$ cat config.mk
export PLATFORM = sky130hd
export DESIGN_NAME = ofdm_frame_sync
export DESIGN_NICKNAME = d
export VERILOG_FILES = /design/src/rtl/ofdm_sync_pkg.sv /design/src/rtl/ofdm_frame_sync_avg.sv /design/src/rtl/ofdm_frame_sync.sv
export SDC_FILE = /design/constraint.sdc
export NUM_CORES = 1
export LEC_CHECK = 0
export BUFFER_PORTS_ARGS = -buffer_cell sky130_fd_sc_hd__buf_4
export CAP_MARGIN = 20
export CORE_MARGIN = 10
export CORE_UTILIZATION = 53
export CTS_BUF_LIST = sky130_fd_sc_hd__clkbuf_2
export DETAILED_ROUTE_END_ITERATION = 7
export PLACE_DENSITY = 0.73
export SKIP_LAST_GASP = 1
export SYNTH_ARGS = -nofsm -noshare
export SYNTH_HDL_FRONTEND = slang
export SYNTH_SLANG_ARGS = --single-unit
export TNS_END_PERCENT = 10
$ cat constraint.sdc
create_clock -name clock_clk -period 11.6 [get_ports clock_clk]
set_input_delay 0.58 -clock clock_clk [delete_from_list [all_inputs] [get_ports clock_clk]]
set_output_delay 0.58 -clock clock_clk [all_outputs]
set_load 0.005 [all_outputs]
$ cat src/rtl/ofdm_sync_pkg.sv
// Shared types and arithmetic helpers for the OFDM frame synchroniser.
package ofdm_sync_pkg;

    typedef enum logic [1:0] {
        ST_DETECT  = 2'd0,
        ST_SKIP_CP = 2'd1,
        ST_PAYLOAD = 2'd2,
        ST_GUARD   = 2'd3
    } sync_state_e;

    // |I| + |Q| on sign-extended components; callers keep the low DATA_W+1 bits.
    function automatic logic [32:0] metric(input logic signed [31:0] i_v,
                                           input logic signed [31:0] q_v);
        logic [31:0] ai;
        logic [31:0] aq;
        ai = i_v[31] ? 32'(-i_v) : 32'(i_v);
        aq = q_v[31] ? 32'(-q_v) : 32'(q_v);
        return {1'b0, ai} + {1'b0, aq};
    endfunction

    // Two's-complement negation of a w-bit value; the most negative code clamps to max positive.
    function automatic logic signed [31:0] neg_sat(input logic signed [31:0] x,
                                                   input int w);
        logic signed [31:0] lim;
        lim = (32'sd1 <<< (w - 1)) - 32'sd1;
        if (x < -lim) begin
            return lim;
        end else begin
            return -x;
        end
    endfunction

endpackage

$ cat src/rtl/ofdm_frame_sync_avg.sv
// Block averager: sums 2^LOG2 metric values, then publishes sum >> LOG2 and restarts.
module ofdm_block_avg #(
    parameter int W    = 17,
    parameter int LOG2 = 5
) (
    input  logic         clock_clk,
    input  logic         reset_reset_n,
    input  logic         clr,
    input  logic         in_valid,
    input  logic [W-1:0] m,
    output logic [W-1:0] avg,
    output logic         avg_strobe,
    output logic         seen_one
);

    localparam int AW = W + LOG2;

    logic [AW-1:0]   acc_r;
    logic [LOG2-1:0] cnt_r;
    logic [W-1:0]    avg_r;
    logic            seen_r;
    logic [AW-1:0]   sum_s;
    logic            last_s;

    assign sum_s      = acc_r + {{LOG2{1'b0}}, m};
    assign last_s     = (cnt_r == {LOG2{1'b1}});
    assign avg_strobe = in_valid && last_s;
    // During the completing sample the fresh average is presented so the caller can act on it at once.
    assign avg        = avg_strobe ? sum_s[AW-1:LOG2] : avg_r;
    assign seen_one   = seen_r;

    // Window accumulator, sample counter and held average.
    always_ff @(posedge clock_clk) begin
        if (!reset_reset_n) begin
            acc_r  <= {AW{1'b0}};
            cnt_r  <= {LOG2{1'b0}};
            avg_r  <= {W{1'b0}};
            seen_r <= 1'b0;
        end else if (clr) begin
            acc_r  <= {AW{1'b0}};
            cnt_r  <= {LOG2{1'b0}};
            avg_r  <= {W{1'b0}};
            seen_r <= 1'b0;
        end else if (in_valid) begin
            cnt_r <= cnt_r + {{(LOG2-1){1'b0}}, 1'b1};
            if (last_s) begin
                acc_r  <= {AW{1'b0}};
                avg_r  <= sum_s[AW-1:LOG2];
                seen_r <= 1'b1;
            end else begin
                acc_r <= sum_s;
            end
        end
    end

endmodule

$ cat src/rtl/ofdm_frame_sync.sv
// OFDM burst detector and cyclic-prefix stripper feeding the FFT as Avalon-ST packets.
module ofdm_frame_sync
    import ofdm_sync_pkg::*;
#(
    parameter int DATA_W      = 16,
    parameter int SYMBOL_LEN  = 64,
    parameter int CP_LEN      = 16,
    parameter int NUM_SYMBOLS = 1,
    parameter int LONG_LOG2   = 5,
    parameter int SHORT_LOG2  = 1,
    parameter int GUARD_LEN   = 64,
    parameter int INVERT      = 1
) (
    input  logic                               clock_clk,
    input  logic                               reset_reset_n,
    input  logic [DATA_W:0]                    threshold,
    input  logic [2*DATA_W-1:0]                asi_in0_data,
    input  logic                               asi_in0_valid,
    output logic [2*DATA_W-1:0]                aso_out0_data,
    output logic                               aso_out0_valid,
    output logic                               aso_out0_startofpacket,
    output logic                               aso_out0_endofpacket,
    output logic [$clog2(NUM_SYMBOLS+1)-1:0]   symbol_index,
    output logic                               pre_sampling,
    output logic [15:0]                        frame_count
);

    localparam int MW      = DATA_W + 1;
    localparam int SYM_W   = $clog2(NUM_SYMBOLS + 1);
    localparam int MAX_AB  = (SYMBOL_LEN > CP_LEN) ? SYMBOL_LEN : CP_LEN;
    localparam int MAX_LEN = (MAX_AB > GUARD_LEN) ? MAX_AB : GUARD_LEN;
    localparam int CNT_W   = $clog2(MAX_LEN + 1);

    sync_state_e        state_r;
    logic [CNT_W-1:0]   cnt_r;
    logic [SYM_W-1:0]   sym_r;
    logic [MW-1:0]      avg_long_r;

    logic signed [DATA_W-1:0] i_s;
    logic signed [DATA_W-1:0] q_s;
    logic [DATA_W-1:0]        neg_i_s;
    logic [DATA_W-1:0]        neg_q_s;
    logic [2*DATA_W-1:0]      fwd_s;
    logic [MW-1:0]            m_s;
    logic                     det_valid_s;
    logic                     clr_s;
    logic [MW-1:0]            long_avg_s;
    logic                     long_strobe_s;
    logic                     long_ok_s;
    logic [MW-1:0]            short_avg_s;
    logic                     short_strobe_s;
    logic                     short_seen_s;
    logic [MW-1:0]            diff_s;
    logic                     trig_s;
    sync_state_e              after_sym_s;

    assign i_s         = asi_in0_data[2*DATA_W-1:DATA_W];
    assign q_s         = asi_in0_data[DATA_W-1:0];
    assign m_s         = MW'(metric(32'(i_s), 32'(q_s)));
    assign neg_i_s     = DATA_W'(neg_sat(32'(i_s), DATA_W));
    assign neg_q_s     = DATA_W'(neg_sat(32'(q_s), DATA_W));
    assign fwd_s       = (INVERT != 0) ? {neg_i_s, neg_q_s} : asi_in0_data;
    assign det_valid_s = asi_in0_valid && (state_r == ST_DETECT);
    assign clr_s       = (state_r == ST_GUARD);
    assign after_sym_s = (CP_LEN == 0) ? ST_PAYLOAD : ST_SKIP_CP;

    ofdm_block_avg #(.W(MW), .LOG2(LONG_LOG2)) u_long (
        .clock_clk     (clock_clk),
        .reset_reset_n (reset_reset_n),
        .clr           (clr_s),
        .in_valid      (det_valid_s),
        .m             (m_s),
        .avg           (long_avg_s),
        .avg_strobe    (long_strobe_s),
        .seen_one      (long_ok_s)
    );

    ofdm_block_avg #(.W(MW), .LOG2(SHORT_LOG2)) u_short (
        .clock_clk     (clock_clk),
        .reset_reset_n (reset_reset_n),
        .clr           (clr_s),
        .in_valid      (det_valid_s),
        .m             (m_s),
        .avg           (short_avg_s),
        .avg_strobe    (short_strobe_s),
        .seen_one      (short_seen_s)
    );

    // The long reference is the last published long average, never the one completing this sample.
    assign diff_s = (avg_long_r >= short_avg_s) ? (avg_long_r - short_avg_s)
                                                : (short_avg_s - avg_long_r);
    assign trig_s = short_strobe_s && long_ok_s && short_seen_s && (diff_s > threshold);

    // Registered copy of the long average used as the detection reference.
    always_ff @(posedge clock_clk) begin
        if (!reset_reset_n) begin
            avg_long_r <= {MW{1'b0}};
        end else if (clr_s) begin
            avg_long_r <= {MW{1'b0}};
        end else if (long_strobe_s) begin
            avg_long_r <= long_avg_s;
        end
    end

    // Frame state machine with registered stream outputs.
    always_ff @(posedge clock_clk) begin
        if (!reset_reset_n) begin
            state_r                <= ST_DETECT;
            cnt_r                  <= {CNT_W{1'b0}};
            sym_r                  <= {SYM_W{1'b0}};
            aso_out0_data          <= {(2*DATA_W){1'b0}};
            aso_out0_valid         <= 1'b0;
            aso_out0_startofpacket <= 1'b0;
            aso_out0_endofpacket   <= 1'b0;
            symbol_index           <= {SYM_W{1'b0}};
            pre_sampling           <= 1'b1;
            frame_count            <= 16'd0;
        end else begin
            aso_out0_valid         <= 1'b0;
            aso_out0_startofpacket <= 1'b0;
            aso_out0_endofpacket   <= 1'b0;
            case (state_r)
                ST_DETECT: begin
                    if (trig_s) begin
                        pre_sampling <= 1'b0;
                        frame_count  <= frame_count + 16'd1;
                        sym_r        <= {SYM_W{1'b0}};
                        symbol_index <= {SYM_W{1'b0}};
                        cnt_r        <= {CNT_W{1'b0}};
                        state_r      <= after_sym_s;
                    end
                end
                ST_SKIP_CP: begin
                    if (asi_in0_valid) begin
                        if (cnt_r == CNT_W'(CP_LEN - 1)) begin
                            cnt_r   <= {CNT_W{1'b0}};
                            state_r <= ST_PAYLOAD;
                        end else begin
                            cnt_r <= cnt_r + {{(CNT_W-1){1'b0}}, 1'b1};
                        end
                    end
                end
                ST_PAYLOAD: begin
                    if (asi_in0_valid) begin
                        aso_out0_data          <= fwd_s;
                        aso_out0_valid         <= 1'b1;
                        aso_out0_startofpacket <= (cnt_r == {CNT_W{1'b0}});
                        aso_out0_endofpacket   <= (cnt_r == CNT_W'(SYMBOL_LEN - 1));
                        symbol_index           <= sym_r;
                        if (cnt_r == CNT_W'(SYMBOL_LEN - 1)) begin
                            cnt_r <= {CNT_W{1'b0}};
                            if (sym_r < SYM_W'(NUM_SYMBOLS - 1)) begin
                                sym_r   <= sym_r + {{(SYM_W-1){1'b0}}, 1'b1};
                                state_r <= after_sym_s;
                            end else begin
                                state_r <= ST_GUARD;
                            end
                        end else begin
                            cnt_r <= cnt_r + {{(CNT_W-1){1'b0}}, 1'b1};
                        end
                    end
                end
                ST_GUARD: begin
                    if (cnt_r == CNT_W'(GUARD_LEN - 1)) begin
                        cnt_r        <= {CNT_W{1'b0}};
                        pre_sampling <= 1'b1;
                        state_r      <= ST_DETECT;
                    end else begin
                        cnt_r <= cnt_r + {{(CNT_W-1){1'b0}}, 1'b1};
                    end
                end
                default: begin
                    state_r <= ST_DETECT;
                end
            endcase
        end
    end

endmodule

Yosys cells after proc, flatten, opt, wreduce, memory -nomap -nowiden
Cells that the tools add are included.
Widths: inputs -> output; s select.
{ "op_classes": {"n_addsub": 12, "order_cmp": 5, "n_eq_ne": 13, "mux": 32, "bitwise": 1, "n_reduce_logical": 22} }
{ "ops": {"columns": ["cell", "count"], "rows": [
  ["$mux 17", 4],
  ["$mux 7", 5],
  ["$neg 16->17", 2],
  ["$sub 17x17->17", 2],
  ["$lt 16x16->1 const B", 2],
  ["$mux 16", 2],
  ["$pmux 7 s4", 1],
  ["$add 22x17->22", 1],
  ["$mux 22", 1],
  ["$add 18x17->18", 1],
  ["$mux 18", 1],
  ["$add 17x17->17", 1],
  ["$ge 17x17->1", 1],
  ["$gt 17x17->1", 1],
  ["$add 16x1->16 const B", 1],
  ["$mux 2", 7],
  ["$ne 2x2->1 const B", 6],
  ["$reduce_and 3->1", 4],
  ["$reduce_and 2->1", 5],
  ["$pmux 2 s4", 1],
  ["$add 7x1->7 const B", 1],
  ["$eq 7x4->1 const B", 1],
  ["$eq 7x6->1 const B", 1],
  ["$logic_not 7->1", 1],
  ["16 further kinds", 32]
]} }
{ "totals": {"reg_bits": 145, "input_bits": 52, "wordCells": 103} }

Longest topological paths before layout
Gate-level depths: netlist of the first run.
{ "logic_depth": {"depth_word": 11, "ltp_mapped": 46, "mapped_depth_nobuf": 43} }

Hierarchy
Synthesis of the first run repeated with hierarchy kept, for this count alone.
{ "hier_totals": {"cells_unflattened": 1488, "area_unflattened_um2": 11855.1} }
{ "modules_own_cells": {"columns": ["mod", "instances", "cells_per_inst", "area_each_um2", "seq_area_each_um2"], "rows": [
  ["ofdm_frame_sync", 1, 876, 6717.7, 1561.5],
  ["ofdm_block_avg (u_long)", 1, 326, 2705.1, 900.9],
  ["ofdm_block_avg (u_short)", 1, 286, 2432.3, 740.7]
]} }

Least setup slack after synthesis of the first run
Ideal clock, no wire load.
{ "synth_path": {"path_type": "input to register", "start": "input asi_in0_data[18]", "end": "register frame_count[11]", "setup_ps": 115, "arrival_time_ps": 9083, "required_ps": 11485, "path_slack_ps": 2402, "stages": 43, "path_buffers": 3, "cell_sequence": "clkbuf_1 > nor3_1 > nand3_1 > or3_1 > or3_1 > nor3_1 > nand2b_1 > xnor2_1 > ha_1 > inv_1 > nor3_1 > o2111ai_1 > nand3_1 > nor2_1 > xnor2_1 > ha_1 > and2_1 > a22o_1 > [7 not listed] > a221oi_2 > o21bai_1 > a2111o_1 > a211o_1 > buf_6 > o31a_1 > a2111oi_2 > xnor2_1 > ha_1 > nand4_1 > nor4_1 > a21oi_1 > o211ai_1 > a21oi_1 > nor3_1 > nand3_1 > xnor2_1 > and2_1"} }
{ "synth_via": {"elab_chain_cells": 10, "elab_cells_between_ends": 12, "cone_classes": "add/sub: 5; order compare: 2; mux: 3; reduce/logical: 2"} }
{ "synth_rtl": {"columns": ["element", "line_no", "text"], "rows": [
  ["start: declaration", "ofdm_frame_sync.sv:17", "input logic [2*DATA_W-1:0] asi_in0_data,"],
  ["$neg 16->17", null, null],
  ["$mux 17 *", "ofdm_sync_pkg.sv:16", "ai = i_v[31] ? 32'(-i_v) : 32'(i_v);"],
  ["$add 17x17->17 *", "ofdm_sync_pkg.sv:18", "return {1'b0, ai} + {1'b0, aq};"],
  ["$add 18x17->18 *", "ofdm_frame_sync_avg.sv:25", "assign sum_s = acc_r + {{LOG2{1'b0}}, m};"],
  ["$mux 17 *", "ofdm_frame_sync_avg.sv:29", "assign avg = avg_strobe ? sum_s[AW-1:LOG2] : avg_r;"],
  ["$sub 17x17->17 (tied with other cells)", "ofdm_frame_sync.sv:91", ": (short_avg_s - avg_long_r);"],
  ["$mux 17 *", "ofdm_frame_sync.sv:90", "assign diff_s = (avg_long_r >= short_avg_s) ? (avg_long_r - short_avg_s)"],
  ["$gt 17x17->1 *", "ofdm_frame_sync.sv:92", "assign trig_s = short_strobe_s && long_ok_s && short_seen_s && (diff_s > threshold);"],
  ["$logic_and 1x1->1 *", "ofdm_frame_sync.sv:92", null],
  ["$reduce_and 2->1 (no line) *", null, null],
  ["end signal: assignment", "ofdm_frame_sync.sv:126", "frame_count <= frame_count + 16'd1;"],
  ["end: declaration", "ofdm_frame_sync.sv:25", "output logic [15:0] frame_count"]
]} }
Every way passes the cells marked *; elsewhere a longest branch is shown, timed or not.
A chain may end at the register's enable or synchronous reset.

Worst setup path in the final report of the first run
{ "layout_path": {"start": "input asi_in0_data[4]", "end": "register frame_count[13]"} }
{ "layout_via": {"elab_chain_cells": 10, "elab_cells_between_ends": 12, "cone_classes": "add/sub: 5; order compare: 2; mux: 3; reduce/logical: 2"} }
{ "layout_rtl": {"columns": ["element", "line_no", "text"], "rows": [
  ["$neg 16->17", null, null],
  ["$mux 17 *", "ofdm_sync_pkg.sv:17", "aq = q_v[31] ? 32'(-q_v) : 32'(q_v);"],
  ["$add 17x17->17 *", "ofdm_sync_pkg.sv:18", null],
  ["$add 18x17->18 *", "ofdm_frame_sync_avg.sv:25", null],
  ["$mux 17 *", "ofdm_frame_sync_avg.sv:29", null],
  ["$sub 17x17->17 (tied with other cells)", "ofdm_frame_sync.sv:91", null],
  ["$mux 17 *", "ofdm_frame_sync.sv:90", null],
  ["$gt 17x17->1 *", "ofdm_frame_sync.sv:92", null],
  ["$logic_and 1x1->1 *", "ofdm_frame_sync.sv:92", null],
  ["$reduce_and 2->1 (no line) *", null, null]
]} }
Marks and branches as above.

==> results_dict.tcl, run 1 <==
set metrics [dict create \
    combPwrFrac_pct 63.6 \
    wirelength_um 28000 \
    first_pass_iters 6 \
    final_cells 1722 \
    yosysMostFrequentCell "dfxtp_1" \
    cts_tree "done" \
    grt_pass1_wl_um 46300 \
    critPathRequiredTime_ns 12.26 \
    die_area_um2 26300 \
    p_seq_share_pct 23.5 \
    synthArstFlopShare_pct 0 \
    peakVddDrop_uv 104 \
    synth_cell_types 65 \
    cts_root_buf "clkbuf_2" \
    synth_area_per_cell_um2 7.83 \
    cts_made_buffers 17 \
    ff2ff_path_depth 32 \
    grt_pass1_vias 9347 \
    dp.cells 1688 \
    setup_viol_count_final 0 \
    critical_path.endpoint_type "flip-flop" \
    ant_nets 0 \
    cts_hold_buffers 0 \
    cts_setup_buffers 0 \
    period_share_pct 89.1 \
    power_density_nw_per_um2 204 \
    finalCriticalPeriod_ns 10.33 \
    placed_area_um2 11600 \
    drc 0 \
    worstPathMaxFanout 29 \
    min_path_type "in2reg" \
    yosys_warnings 0 \
    h-tree-depth 4 \
    cts_resized 0 \
    n_fill_cell 1876 \
    skew_ns 0.0414 \
    maxCapViolations 0 \
    fin_area_um2 11900 \
    timing.final.hold_violations 0 \
    antenna_found_initial 1 \
    yosys.area.top_type "dfxtp_1" \
    synth_area_leaders "dfxtp_1, ha_1, xnor2_1, a21oi_1, nand2_1" \
    cts.sinks 143 \
    fin_tns_setup_ns 0 \
    max_stage_delay_ns 0.77 \
    power_mw 2.43 \
    fmax_mhz 96.8 \
    grt_max_degree 78 \
    synth_nets 1545 \
    power_switching_mw 1.11 \
    worst_slew_pin_slew_ns 0.994 \
    holdPathStages 3 \
    max_slew_margin_pct 33.5 \
    netlist_area_um2 10700 \
    sw_frac_of_total_pct 45.9 \
    grt.busiest_layer "met2" \
    core_area_um2 19700 \
    hpwl_um 21700 \
    slowest_stage "a211o_1" \
    grt_util_met3_pct 4.40 \
    path_class "in2reg" \
    wl_per_cell_um 16.2 \
    fp-row-count 51 \
    area_delta_synth_final_pct 11.0 \
    outcome "finished, final reports clean" \
    drtIter0Drc 640 \
    vias_per_cell 5.69 \
    die_y_um 162 \
    synth_edf_count 0 \
    die-width_um 162 \
    grt_overflow 0 \
    p_int_mw 1.31 \
    ios 105 \
    gr-usage-met2_pct 34.7 \
    cellLeakagePower_nw 5.36 \
    port_buffers 103 \
    yosys-top-cells-count "dfxtp_1, nand2_1, a21oi_1" \
    grtUsageMet1_pct 26.6 \
    clk_latency_ns 0.74 \
    maxSlewViolCount 0 \
    clockPowerShare_pct 12.8 \
    gp_congestion 0.931 \
    initial_core_util_pct 54.6 \
    cts.path.max_buffers 2 \
    grt_util_all_layers_pct 21.0 \
    vias 9790 \
    arrival_ns 10.99 \
    nets 1618 \
    synthFlopType "dfxtp_1" \
    yosysTopAreaCellShare_pct 26.7 \
    cts.clk_slew.worst_paths_ns 0.25 \
    yosysSeqAreaShare_pct 26.7 \
    start_kind "input port" \
    drive_gt1_share_pct 10.6 \
    rsz0062_at_grt "false" \
    synth_cells 1370 \
    fin_util_pct 60.6 \
    synth.ff_latch_count 143 \
]
==> worst max-delay path: cells and delay by family <==
family,cells,cell delay [ns]
buffers and inverters,3,0.27
and+or+nand+nor,21,5.32
AOI/OAI and AO/OA,10,2.67
adders and majority gates,4,1.23
xor gates and xnor gates,5,0.90
==> kinds of logic (layout without fill, tap and decap cells) <==
group,Yosys count,count (layout),synth area share [%]
muxes,26,26,2.47
DFF,143,143,26.7
xor gates and xnor gates,122,122,9.97
buffers and inverters,146,232,5.31
and+or+nand+nor,460,460,20.7
adders and majority gates,123,123,14.7
other,1,2,0.0350
AOI/OAI and AO/OA,349,349,20.2
==> cells in the final DEF, fill, tap and decap left out, types with 29 or more instances in the layout <==
master and count:
dfxtp_1 143, nand2_1 128, a21oi_1 127, ha_1 118, nor2_1 113, buf_4 108, inv_1 92, xnor2_1 90
o21ai_0 74, nand3_1 42, xor2_1 32, and2_1 31, nor3_1 31, a21o_1 29
==> stage by stage <==
step	hold slack [ns]	setup slack, ns
after global routing	0.0679	0.111
after floorplan	0.426	2.40
after detailed placement	0.453	0.564
final	0.114	1.27
after CTS	0.0786	1.35
after global placement	0.441	0.737
==> routing by layer <==
layer	wire length, µm	share of wire (%)	up-vias
met5	0	0	-
met4	674	2.4	0
met3	1500	5.3	38
met2	13100	47	268
met1	12700	45	4539
li1	-	-	4945
==> sequential cells by signal, summed over array words and instances (netlist names) <==
register / flops
aso_out0_data: 32
aso_out0_endofpacket: 1
aso_out0_startofpacket: 1
aso_out0_valid: 1
avg_long_r: 17
cnt_r: 7
frame_count: 16
pre_sampling: 1
state_r: 2
u_long.acc_r: 22
u_long.cnt_r: 5
u_long.seen_one: 1
u_short.acc_r: 18
u_short.avg_r: 17
u_short.cnt_r: 1
u_short.seen_one: 1
==> power by group through the flow <==
stage               registers, mW  clock network [mW]  logic [mW]
global route                0.576               0.340        1.74
detailed placement          0.580                   0        1.53
CTS                         0.570               0.319        1.54
finish                      0.571               0.312        1.55
floorplan                   0.571                   0        1.20
global placement            0.579                   0        1.51
==> final cells by class <==
class	instances	area [µm²]	share of cell area (%)
Sequential cell	143	2860	24.1
Clock buffer	18	90.1	0.757
Antenna cell	1	2.50	0.0210
Clock inverter	14	166	1.40
Multi-Input combinational cell	1081	7290	61.3
Inverter	92	345	2.90
Tap cell	265	332	2.79
Timing Repair Buffer	108	811	6.81
==> worst paths after layout <==
check	start	end	slack (ns)
worst max-delay path	asi_in0_data[4]	frame_count[13]$_SDFFE_PN0P_	1.27
worst min-delay path	asi_in0_data[4]	aso_out0_data[4]$_SDFFE_PN0P_	0.11
worst max register to register	u_short.acc_r[0]$_SDFFE_PP0P_	frame_count[13]$_SDFFE_PN0P_	3.03
worst min register to register	u_short.avg_r[16]$_SDFFE_PP0P_	u_short.avg_r[16]$_SDFFE_PP0P_	0.48
Power figures use the tool's default switching activity.
==> run 2: changes to the inputs <==
HOLD_SLACK_MARGIN = 0.02   (was default)
clock period = 10.6 ns   (was 11.6 ns; I/O delays follow)
==> run 2 against run 1 <==
  * Total power grew 11%
  * Die area stayed put
  * Global-route usage rose by 0.13 points
  * Critical path depth is the same
  * Non-clock buffer count grew 14
  * Sequential power increased by 9.6%
  * Sequential share of layout area fell by 0.33 points
  * Flip-flop and latch count stayed put
==> results_dict.tcl, run 2 (synthesis results as in run 1) <==
set metrics [dict create \
    n_fill_cell 1846 \
    wirelength_um 28400 \
    area_delta_synth_final_pct 12.5 \
    drc 0 \
    timing.final.hold_violations 0 \
    regArea_um2 2860 \
    wl_per_cell_um 16.3 \
    skew_ns 0.0440 \
    outcome "finished, final reports clean" \
    multi_input_area_um2 7320 \
    final_common_cell "dfxtp_1" \
    antenna_found_initial 1 \
    nets 1632 \
    finalCriticalPeriod_ns 9.82 \
    start_kind "input port" \
    critPathRequiredTime_ns 11.28 \
    min-delay-start "asi_in0_data[26]" \
    cts_setup_buffers 0 \
    cts.path.max_buffers 2 \
    fin_tns_setup_ns 0 \
    fmax_mhz 102 \
    clk_latency_ns 0.76 \
    p_int_mw 1.45 \
    die-width_um 162 \
    combPwrFrac_pct 63.6 \
    die_y_um 162 \
    largest_register_ffs 32 \
    grt_overflow 0 \
    worst_slew_pin_slew_ns 1.01 \
    maxSlewViolCount 0 \
    layout_common_cells "dfxtp_1, nand2_1, a21oi_1, ha_1, nor2_1" \
    power_mw 2.69 \
    top_regs "aso_out0_data x32, u_long.acc_r x22, u_short.acc_r x18" \
    grt_pass1_vias 9363 \
    top_register "aso_out0_data" \
    core_area_um2 19700 \
    gp_congestion 0.918 \
    cp_top_family "simple AND/OR/NAND/NOR gates" \
    port_buffers 103 \
    rsz0062_at_grt "false" \
    cts_root_buf "clkbuf_2" \
    grt_pass1_wl_um 46200 \
    arrival_ns 10.50 \
    setup_viol_count_final 0 \
    min_path_type "in2reg" \
    crit_path_start "asi_in0_data[4]" \
    worstPathMaxFanout 13 \
    h-tree-depth 4 \
    vias 9811 \
    max_slew_margin_pct 32.3 \
    grt_util_all_layers_pct 21.1 \
    die_area_um2 26300 \
    period_share_pct 92.7 \
    cellLeakagePower_nw 5.43 \
    cts_made_buffers 17 \
    cts.sinks 143 \
    initial_core_util_pct 54.6 \
    dp.cells 1692 \
    clockPowerShare_pct 13.2 \
    critical_path.endpoint_type "flip-flop" \
    vias_per_cell 5.65 \
    fp-row-count 51 \
    path_buf_inv 4 \
    slowest_stage "dlygate4sd3_1" \
    grt_max_degree 78 \
    holdWs_ns 0.0798 \
    max_stage_delay_ns 0.54 \
    p_seq_share_pct 23.2 \
    cts_tree "done" \
    sw_frac_of_total_pct 46.2 \
    drtIter0Drc 650 \
    timing.rr.start "u_short.acc_r[0]$_SDFFE_PP0P_" \
    cts.clk_slew.worst_paths_ns 0.23 \
    ios 105 \
    ant_nets 0 \
    path_class "in2reg" \
    power_switching_mw 1.24 \
    final_cells 1736 \
    power_density_nw_per_um2 223 \
    hpwl_um 21800 \
    drive_gt1_share_pct 11.1 \
    first_pass_iters 8 \
    peakVddDrop_uv 109 \
    maxCapViolations 0 \
]
run 2: final cells by class:
type,count,share of cell area [%]
antenna,1,0.0207
clock buffer,17,0.705
clock inverter,15,1.50
timing repair buffer,122,7.82
sequential,143,23.7
tap,265,2.75
inverter,92,2.86
multi-input combinational,1081,60.6
run 2: timing repair:
action / in CTS / in global routing
hold endpoints to repair: 11 / 0
gates resized for setup: 0 / 6
setup endpoints to repair: 0 / 24
hold buffers: 11 / 0
run 2: final timing paths:
path	cells after the start	slack, ns	endpoint
hold reg to reg	2	0.47	u_short.avg_r[16]$_SDFFE_PP0P_
setup reg to reg	31	2.77	state_r[1]$_SDFFE_PN0P_
hold / removal	3	0.08	aso_out0_data[26]$_SDFFE_PN0P_
setup / recovery	43	0.78	state_r[1]$_SDFFE_PN0P_
run 2: worst min-delay path: cells and delay by family:
kind	cells	cell delay, ns
compound gates	1	0.06
xor+xnor	1	0.12
buf+inv	1	0.12
run 2: stage by stage:
stage	instance area (µm²)	setup WS [ns]	util (%)
final	12100	0.779	61.4
after global routing	12100	0.0784	61.4
after CTS	12000	0.468	61.3
after detailed placement	11700	0.234	59.4
after global placement	11700	0.413	59.4
after floorplan	10700	1.45	-
run 2: power groups by stage:
stage	clock [mW]	sequential, mW	combinational [mW]
after detailed placement	0	0.635	1.68
after floorplan	0	0.625	1.32
final	0.354	0.626	1.71
after CTS	0.364	0.624	1.69
after global placement	0	0.634	1.66
after global routing	0.386	0.632	1.91
run 2: layer usage:
metal  global-route usage (%)  up-vias  share of wire (%)
li1                         -     4981                  -
met1                     26.4     4534                 45
met2                     34.7      248                 47
met3                     4.60       48                5.5
met4                     7.90        0                2.4
met5                        0        -                  0
==> run 3: changes to the inputs <==
HOLD_SLACK_MARGIN = 0.1   (was 0.02)
==> run 3 against run 2 <==
  * Combinational power about the same
  * Register-to-register slack got worse by 0.05 ns
  * Via count increased by 0.83%
  * Wire length increased by 0.78%
  * Critical endpoint unchanged
  * Largest cell class unchanged
  * Highest routed layer unchanged
==> results_dict.tcl, run 3 (synthesis results as in run 1) <==
set metrics [dict create \
    die_y_um 162 \
    skew_ns 0.0416 \
    clk_latency_ns 0.78 \
    drc 0 \
    port_buffers 103 \
    core_area_um2 19700 \
    grt_pass1_vias 9434 \
    drtIter0Drc 618 \
    gp_congestion 0.918 \
    start_kind "input port" \
    area_delta_synth_final_pct 14.3 \
    cts_root_buf "clkbuf_2" \
    largest_register_ffs 32 \
    grt_max_degree 78 \
    ant_nets 0 \
    setup_viol_count_final 0 \
    fmax_mhz 102 \
    ios 105 \
    outcome "finished, final reports clean" \
    cts_made_buffers 17 \
    worst_slew_pin_slew_ns 0.994 \
    final_common_cell "dfxtp_1" \
    cts.clk_slew.worst_paths_ns 0.20 \
    power_density_nw_per_um2 220 \
    fin_util_pct 62.3 \
    top_register "aso_out0_data" \
    cts.sinks 143 \
    slowest_stage "dlygate4sd3_1" \
    antenna_found_initial 1 \
    critical_path.endpoint_type "flip-flop" \
    first_pass_iters 7 \
    peakVddDrop_uv 109 \
    die_area_um2 26300 \
    placed_area_um2 11700 \
    arrival_ns 10.48 \
    grt_pass1_wl_um 46600 \
    drive_gt1_share_pct 11.0 \
    die-width_um 162 \
    fp-row-count 51 \
    finalCriticalPeriod_ns 9.79 \
    wl_per_cell_um 16.3 \
    fin_area_um2 12300 \
    rsz0062_at_grt "false" \
    maxCapViolations 0 \
    layout_common_cells "dfxtp_1, nand2_1, a21oi_1, ha_1, nor2_1" \
    cts_setup_buffers 0 \
    grt_overflow 0 \
    maxSlewViolCount 0 \
    vias_per_cell 5.64 \
    period_share_pct 92.4 \
    wirelength_um 28600 \
    grt_util_all_layers_pct 21.3 \
    h-tree-depth 4 \
    final_cells 1754 \
    max_stage_delay_ns 0.54 \
    fin_tns_setup_ns 0 \
    hpwl_um 21800 \
    critPathRequiredTime_ns 11.29 \
    top_regs "aso_out0_data x32, u_long.acc_r x22, u_short.acc_r x18" \
    timing.final.hold_violations 0 \
    vias 9892 \
    nets 1650 \
    dp.cells 1692 \
    path_class "in2reg" \
    max_slew_margin_pct 33.5 \
    cts.path.max_buffers 2 \
    min_path_type "in2reg" \
    cellLeakagePower_nw 5.50 \
    cts_tree "done" \
    worstPathMaxFanout 13 \
    initial_core_util_pct 54.6 \
]
## run 3: changes by cell type in the layout (fill, tap and decap cells not counted)
cell / previous run / this run
dlygate4sd3_1: 11 / 29
nor3_1: 30 / 29
nor3_2: 1 / 2
## run 3: per-layer routing
layer	vias to the layer above	global-route usage [%]	routed length, µm
li1	5011	-	-
met1	4559	26.6	12600
met2	275	35.3	13600
met3	47	4.52	1690
met4	0	7.94	694
met5	-	0	0
## run 3: worst paths after layout
path              slack, ns                            from  depth (start not counted)                              to
setup / recovery       0.81                 asi_in0_data[4]                         43         state_r[1]$_SDFFE_PN0P_
hold / removal         0.15                asi_in0_data[14]                          4  aso_out0_data[14]$_SDFFE_PN0P_
setup reg to reg       2.72   u_short.acc_r[0]$_SDFFE_PP0P_                         31         state_r[1]$_SDFFE_PN0P_
hold reg to reg        0.47  u_short.avg_r[16]$_SDFFE_PP0P_                          2  u_short.avg_r[16]$_SDFFE_PP0P_
## run 3: repair_timing
| item | 4_1_cts | 5_1_grt |
|---|---|---|
| hold buffers | 29 | 0 |
| setup endpoints to repair | 0 | 24 |
| gates resized for setup | 0 | 7 |
| hold endpoints to repair | 28 | 0 |
## run 3: cell type report
class                           count  area, µm²
Inverter                           92        345
Multi-Input combinational cell   1081       7320
Tap cell                          265        332
Sequential cell                   143       2860
Clock buffer                       17       85.1
Antenna cell                        1       2.50
Clock inverter                     15        181
Fill cell                        1814       7400
Timing Repair Buffer              140       1120
## run 3: where the power goes
part	total, mW	internal [mW]	switching, mW	leakage [nW]
clock	0.356	0.134	0.222	0.144
sequential	0.625	0.592	0.0329	1.16
combinational	1.72	0.727	0.991	4.20
total	2.70	1.45	1.25	5.50
## run 3: per-stage QoR
step	setup WS [ns]	power, mW	hold WS, ns
after floorplan	1.45	1.94	0.426
after global placement	0.413	2.29	0.443
after detailed placement	0.234	2.32	0.452
after CTS	0.468	2.69	0.102
after global routing	0.0687	2.94	0.117
final	0.808	2.70	0.153
## run 3: worst max-delay path, delay by kind of cell
family                   cells  cell delay (ns)
AO/OA/AOI/OAI               13             3.30
buffers and inverters        4             0.86
XOR/XNOR                     4             0.73
adder cells (fa/ha/maj)      4             1.18
AND/OR/NAND/NOR             17             3.65
multiplexers                 1             0.20
